$ cat config.mk
export PLATFORM = sky130hd
export DESIGN_NAME = rvlab_tlul_host_arb_flat
export DESIGN_NICKNAME = d
export VERILOG_FILES = /design/src/rtl/rvlab_tlul_host_arb_if.sv /design/src/rtl/rvlab_tlul_host_arb.sv /design/src/flat_wrapper.sv
export SDC_FILE = /design/constraint.sdc
export NUM_CORES = 1
export LEC_CHECK = 0
export ABC_AREA = 1
export CORE_AREA = 3 3 164 166
export CTS_BUF_LIST = sky130_fd_sc_hd__clkbuf_8
export DETAILED_ROUTE_END_ITERATION = 8
export DIE_AREA = 0 0 167 169
export PLACE_DENSITY = 0.4
export SETUP_SLACK_MARGIN = 0.05
export SLEW_MARGIN = 15
export SYNTH_ARGS = -nofsm -noshare
export SYNTH_HDL_FRONTEND = slang
export SYNTH_SLANG_ARGS = --single-unit
$ cat constraint.sdc
create_clock -name clk_i -period 2 [get_ports clk_i]
set_input_delay 0.2 -clock clk_i [delete_from_list [all_inputs] [get_ports clk_i]]
set_output_delay 0.2 -clock clk_i [all_outputs]
set_load 0.01 [all_outputs]
$ cat src/rtl/rvlab_tlul_host_arb_if.sv
// TL-UL types and the bus interface for the 2:1 host arbiter.
//
// tlul_pkg: the TL-UL field widths, the request (h2d) and response (d2h) structs,
//    and arb_dbg_t, the debug view of the arbiter's registered state.
// rvlab_tlul_host_arb_if: bundles both host ports, the device-side port and the
//    debug view.
//    slave  - the arbiter side: takes host requests and device responses.
//    master - the environment side: the hosts and the device.
package tlul_pkg;
   localparam int TL_AW  = 32;
   localparam int TL_DW  = 32;
   localparam int TL_AIW = 8;
   localparam int TL_DIW = 1;
   localparam int TL_DBW = TL_DW / 8;
   localparam int TL_SZW = 2;

   localparam logic [2:0] OpPutFull       = 3'h0;
   localparam logic [2:0] OpGet           = 3'h4;
   localparam logic [2:0] OpAccessAck     = 3'h0;
   localparam logic [2:0] OpAccessAckData = 3'h1;

   typedef struct packed {
      logic              a_valid;
      logic [2:0]        a_opcode;
      logic [2:0]        a_param;
      logic [TL_SZW-1:0] a_size;
      logic [TL_AIW-1:0] a_source;
      logic [TL_AW-1:0]  a_address;
      logic [TL_DBW-1:0] a_mask;
      logic [TL_DW-1:0]  a_data;
      logic              d_ready;
   } tl_h2d_t;

   typedef struct packed {
      logic              d_valid;
      logic [2:0]        d_opcode;
      logic [2:0]        d_param;
      logic [TL_SZW-1:0] d_size;
      logic [TL_AIW-1:0] d_source;
      logic [TL_DIW-1:0] d_sink;
      logic [TL_DW-1:0]  d_data;
      logic              d_error;
      logic              a_ready;
   } tl_d2h_t;

   // Registered arbiter state. Counters are shown 3 bits wide, enough for the
   // largest supported outstanding limit of 7.
   typedef struct packed {
      logic       locked;
      logic       grant;
      logic       last;
      logic [2:0] cnt0;
      logic [2:0] cnt1;
   } arb_dbg_t;
endpackage

// Handshake rule on every channel: a transfer happens in the cycle where valid
// and ready are both 1. A sender that raised valid keeps valid and its payload
// unchanged until that cycle. Ready may depend combinationally on valid.
interface rvlab_tlul_host_arb_if;
   import tlul_pkg::*;

   tl_h2d_t  tl_h0_i;
   tl_d2h_t  tl_h0_o;
   tl_h2d_t  tl_h1_i;
   tl_d2h_t  tl_h1_o;
   tl_h2d_t  tl_d_o;
   tl_d2h_t  tl_d_i;
   arb_dbg_t dbg_o;

   modport slave  (input  tl_h0_i, tl_h1_i, tl_d_i,
                   output tl_h0_o, tl_h1_o, tl_d_o, dbg_o);
   modport master (output tl_h0_i, tl_h1_i, tl_d_i,
                   input  tl_h0_o, tl_h1_o, tl_d_o, dbg_o);
endinterface

$ cat src/rtl/rvlab_tlul_host_arb.sv
// 2:1 TL-UL host arbiter. It merges the instruction (host 0) and data (host 1)
// ports of the CPU wrapper onto one device-side TL-UL port.
//
// Ports:
//    clk_i   - clock
//    rst_ni  - synchronous, active-low reset
//    bus     - slave modport: tl_h0_i/o, tl_h1_i/o, tl_d_o/i, dbg_o
//    idle_o  - high when neither host has a request in flight
//
// Arbitration is round-robin. A request that was offered but not yet accepted
// locks the grant until it is accepted. The requesting host is coded into the
// MSB of a_source and is used to route D responses back. Each host may have at
// most MaxOutstanding requests in flight (1..7). Payloads pass through
// combinationally, so A and D add no cycles of latency.
module rvlab_tlul_host_arb
   import tlul_pkg::*;
#(
   parameter int unsigned MaxOutstanding = 2
) (
   input  logic                  clk_i,
   input  logic                  rst_ni,
   rvlab_tlul_host_arb_if.slave  bus,
   output logic                  idle_o
);
   localparam int unsigned       CntW   = $clog2(MaxOutstanding + 1);
   localparam logic [CntW-1:0]   MaxCnt = CntW'(MaxOutstanding);

   typedef enum logic {StOpen = 1'b0, StLocked = 1'b1} lock_state_e;

   lock_state_e     state_q, state_d;
   logic            grant_q, grant_d;
   logic            last_q, last_d;
   logic [CntW-1:0] cnt0_q, cnt0_d;
   logic [CntW-1:0] cnt1_q, cnt1_d;

   logic    elig0, elig1, sel, a_valid, a_hs;
   logic    tgt, d_ready, d_hs;
   tl_h2d_t a_src;
   tl_d2h_t rsp;

   // A response for a host with nothing in flight is a protocol violation.
   // The counter holds at 0 instead of wrapping.
   function automatic logic [CntW-1:0] cnt_next(input logic [CntW-1:0] cnt,
                                                input logic inc, input logic dec);
      logic dec_ok;
      dec_ok = dec && (cnt != '0);
      if (inc && !dec_ok)      return cnt + CntW'(1);
      else if (dec_ok && !inc) return cnt - CntW'(1);
      else                     return cnt;
   endfunction

   // Grant selection and handshake detection. Every output is forced inactive
   // while reset is asserted.
   always_comb begin
      elig0 = bus.tl_h0_i.a_valid && (cnt0_q < MaxCnt);
      elig1 = bus.tl_h1_i.a_valid && (cnt1_q < MaxCnt);
      if (state_q == StLocked)  sel = grant_q;
      else if (elig0 && elig1)  sel = ~last_q;
      else                      sel = elig1;
      a_src   = sel ? bus.tl_h1_i : bus.tl_h0_i;
      a_valid = rst_ni && (sel ? elig1 : elig0);
      a_hs    = a_valid && bus.tl_d_i.a_ready;
      tgt     = bus.tl_d_i.d_source[TL_AIW-1];
      d_ready = rst_ni && (tgt ? bus.tl_h1_i.d_ready : bus.tl_h0_i.d_ready);
      d_hs    = bus.tl_d_i.d_valid && d_ready;
   end

   always_comb begin
      bus.tl_d_o          = a_src;
      bus.tl_d_o.a_valid  = a_valid;
      bus.tl_d_o.a_source = {sel, a_src.a_source[TL_AIW-2:0]};
      bus.tl_d_o.d_ready  = d_ready;

      rsp                     = bus.tl_d_i;
      rsp.d_source[TL_AIW-1]  = 1'b0;
      rsp.d_valid             = 1'b0;
      rsp.a_ready             = 1'b0;
      bus.tl_h0_o             = rsp;
      bus.tl_h1_o             = rsp;
      bus.tl_h0_o.a_ready     = a_hs && !sel;
      bus.tl_h1_o.a_ready     = a_hs && sel;
      bus.tl_h0_o.d_valid     = rst_ni && bus.tl_d_i.d_valid && !tgt;
      bus.tl_h1_o.d_valid     = rst_ni && bus.tl_d_i.d_valid && tgt;
   end

   // Next state. An offered but unaccepted request locks the grant so that the
   // A payload stays stable. A host that withdraws its request releases the lock.
   always_comb begin
      state_d = StOpen;
      grant_d = grant_q;
      last_d  = last_q;
      if (a_valid && !bus.tl_d_i.a_ready) begin
         state_d = StLocked;
         grant_d = sel;
      end
      if (a_hs) last_d = sel;
      cnt0_d = cnt_next(cnt0_q, a_hs && !sel, d_hs && !tgt);
      cnt1_d = cnt_next(cnt1_q, a_hs && sel,  d_hs && tgt);
   end

   always_ff @(posedge clk_i) begin
      if (!rst_ni) begin
         state_q <= StOpen;
         grant_q <= 1'b0;
         last_q  <= 1'b1;
         cnt0_q  <= '0;
         cnt1_q  <= '0;
      end else begin
         state_q <= state_d;
         grant_q <= grant_d;
         last_q  <= last_d;
         cnt0_q  <= cnt0_d;
         cnt1_q  <= cnt1_d;
      end
   end

   assign idle_o = !rst_ni || ((cnt0_q == '0) && (cnt1_q == '0));

   always_comb begin
      bus.dbg_o.locked = (state_q == StLocked);
      bus.dbg_o.grant  = grant_q;
      bus.dbg_o.last   = last_q;
      bus.dbg_o.cnt0   = 3'(cnt0_q);
      bus.dbg_o.cnt1   = 3'(cnt1_q);
   end

   d_no_underflow_a: assert property (@(posedge clk_i) disable iff (!rst_ni)
      !(d_hs && (tgt ? (cnt1_q == '0) : (cnt0_q == '0))));
endmodule

$ cat src/flat_wrapper.sv
// flat-port wrapper written by rule: the top's interface ports become plain ports
module rvlab_tlul_host_arb_flat import tlul_pkg::*;
#(
   parameter int unsigned MaxOutstanding = 2
)
  (clk_i, rst_ni, idle_o, bus_tl_h0_i, bus_tl_h1_i, bus_tl_d_i, bus_tl_h0_o, bus_tl_h1_o, bus_tl_d_o, bus_dbg_o);
  rvlab_tlul_host_arb_if bus_i ();
  input  logic clk_i;
  input  logic rst_ni;
  output logic idle_o;
  input wire logic [$bits(bus_i.tl_h0_i)-1:0] bus_tl_h0_i;
  input wire logic [$bits(bus_i.tl_h1_i)-1:0] bus_tl_h1_i;
  input wire logic [$bits(bus_i.tl_d_i)-1:0] bus_tl_d_i;
  output wire logic [$bits(bus_i.tl_h0_o)-1:0] bus_tl_h0_o;
  output wire logic [$bits(bus_i.tl_h1_o)-1:0] bus_tl_h1_o;
  output wire logic [$bits(bus_i.tl_d_o)-1:0] bus_tl_d_o;
  output wire logic [$bits(bus_i.dbg_o)-1:0] bus_dbg_o;
  assign bus_i.tl_h0_i = bus_tl_h0_i;
  assign bus_i.tl_h1_i = bus_tl_h1_i;
  assign bus_i.tl_d_i = bus_tl_d_i;
  assign bus_tl_h0_o = bus_i.tl_h0_o;
  assign bus_tl_h1_o = bus_i.tl_h1_o;
  assign bus_tl_d_o = bus_i.tl_d_o;
  assign bus_dbg_o = bus_i.dbg_o;
  rvlab_tlul_host_arb #(.MaxOutstanding(MaxOutstanding)) u_core (.clk_i(clk_i), .rst_ni(rst_ni), .bus(bus_i), .idle_o(idle_o));
endmodule
==> impl_metrics.toml <==
[job]
maxCapViolCount = 0

[worst_setup_path]
crit_arrival_ns = 1.77
rr_worst_depth = 12
r2r_setup_slack_ns = 0.10
critPathTopFamily = "buffers and inverters"
cpMostUsedCell = "buf_12"
cpPeakStageDelay_ns = 0.40
start_kind = "flop"
cp.required_ns = 1.80
critPathCaptureType = "output pin"
cp_slowest_cell = "dfxtp_1"
worstSetupPathType = "reg -> out"
cp_num_cells = 11
cp_num_buf_inv = 7
cp_max_fo = 6
path_cells = "nand2_1, buf_4, nand2_4, buf_12, buf_12, buf_12, buf_16, buf_6, nand2_2, nand2_1, buf_2"

[yosys]
synth_area_sq_um = 2320
synth_ff_type = "dfxtp_1"
synth_top_area_cell = "nand2_1"
synth_warnings = 0
synth_seq_cells = 7
seq_area_frac_synth = 0.0603
synth_edf_count = 0
synth_common_cells = "258 x nand2_1, 118 x buf_4, 13 x inv_1"
synth_top_family_by_area = "simple AND/OR/NAND/NOR gates"
syn_inst = 445
synth-compound-area-share = 0.0356
synth-async-reset-ratio = 0
synth_most_common_cell = "nand2_1"
synth.top_cell.area_share = 0.417
synth.area.top_cells = "nand2_1 42%, buf_4 38%, dfxtp_1 6.0%"
synthMuxAreaShare = 0
yosys.area_share.adder = 0.0108
synth-xor-area-share = 0
syn_area_per_cell_sq_um = 5.22
ys_types = 19
synth-simple-area-share = 0.462

[drt]
route.detailed.drc = 0
wl_microns = 15000
routedWlPerCell_microns = 15.1
avgViaCountPerCell = 3.33
antenna_left = 0
drtPass1Iterations = 4
first_iter_violations = 103
num_vias = 3305

[power_and_ir_drop]
total_leakage_power_nw = 2.66
p_total_mw = 2.04
ir_drop_mv = 0.210
p_per_area_nw_per_um2 = 381

[floorplanning]
initial_core_util = 0.0901
coreArea_sq_um = 25800
die_area_sq_um = 28200
die_x_microns = 167
die_h_microns = 169
num_rows = 59
io_pins = 426

[sta]
whs_ns = 0.400
period_share = 0.985
period_needed_ns = 1.97
rsz0062_at_grt = "yes"
finalHoldViolations = 0
fin_tns_setup_ns = 0
drv_slew = 0
setup_viol = 0
setup_ws_ns = 0.0307
fmax_ghz = 0.508
skew_ns = 0.00163

[placed_design]
io_buffers = 272
dp_worst_setup_slack_ns = -0.373
gp_congestion = 0.820
detailed_place_hpwl_microns = 10100

[clock_tree]
cts_buffers = 3
numClockSinks = 7
insertion_delay_ns = 0.22
cts.clk_slew.worst_paths_ns = 0.04
cts-root-buf = "clkbuf_8"
hold_buffers = 0
ctsHtreeMaxLevel = 1
clockBufferDepth = 2
cts_tree = "done"

[worst_hold_path]
hold_depth = 0
worstHoldPathType = "in -> out"

[layout]
drive_gt1_frac = 0.245
area_growth_pct = 130
finalNetCount = 887
diodes = 0

[global_route]
grt_pass1_wl_microns = 20800
grt_max_degree = 20
grt_pass1_vias = 3303
antenna_found_initial = 0
grtUsageTotal = 0.0958
grt_overflow = 0

[status]
outcome = "finished, final reports clean"
[final cells by class]
type | instances | area, sq um
fill | 2948 | 20400
timing repair buffer | 332 | 3350
multi-input combinational | 299 | 1340
tap | 335 | 419
sequential | 7 | 143
inverter | 16 | 60.1
clock buffer | 3 | 41.3
clock inverter | 1 | 3.75
[worst paths after layout]
check,from,to
setup / recovery,u_core.state_q,bus_tl_d_o[37]
hold / removal,bus_tl_d_i[49],bus_tl_h0_o[49]
setup reg to reg,u_core.state_q,u_core.cnt1_q[1]
hold reg to reg,u_core.cnt0_q[0],u_core.cnt0_q[0]
[worst register-to-register path, stage by stage, from the launching register on]
cell and delay, ns:
dfxtp_1 0.40, nand2_1 0.11, buf_4 0.15, nand2_4 0.11, buf_6 0.12, buf_6 0.08, nand4_1 0.13, inv_2 0.12
ha_4 0.21, a21oi_4 0.11, o21ai_2 0.08, o21ai_2 0.12, a21oi_1 0.05
[kinds of logic (layout without fill, tap and decap cells)]
family,after synthesis,count (layout)
AOI/OAI and AO/OA,15,15
adders and majority gates,2,2
buffers and inverters,142,352
DFF,7,7
other,1,4
and+or+nand+nor,278,278
[registers in the layout, summed over array words and instances, names as in the netlist]
| register | count |
|---|---|
| u_core.cnt1_q | 2 |
| u_core.last_q | 1 |
| u_core.grant_q | 1 |
| u_core.cnt0_q | 2 |
| u_core.state_q | 1 |
[cells in the final DEF, fill, tap and decap left out, types with 7 or more instances in the layout]
cell type / n
buf_12: 13
dlygate4sd2_1: 14
inv_1: 12
clkdlybuf4s15_1: 9
buf_4: 28
buf_6: 7
nand2_1: 246
nand3_1: 7
nand2_2: 9
buf_16: 12
buf_2: 55
clkdlybuf4s50_1: 179
[timing repair]
action                                  4_1_cts  5_1_grt
pin swaps                                    16       16
cloned                                       13        2
buffers inserted                             18        5
resized for setup                           295       58
endpoints found under the setup margin       90       76
[metrics by stage]
stage,std cells,util,area [sq um]
2_1_floorplan,448,-,2330
3_3_place_gp,954,0.186,4800
3_5_place_dp,954,0.186,4800
4_1_cts,989,0.207,5340
5_1_grt,993,0.208,5350
6_report,993,0.208,5350
[power by group]
part           switching, mW  leakage [nW]  internal (mW)
sequential           0.00765        0.0574          0.151
combinational          0.725          2.57          0.961
clock                 0.0587        0.0269          0.132
[per-layer routing]
layer,part of all wire,global-route usage
met3,0.11,0.0318
met5,0,0.00348
met1,0.36,0.103
met4,0.038,0.0312
met2,0.50,0.176
Power figures use the tool's default switching activity.
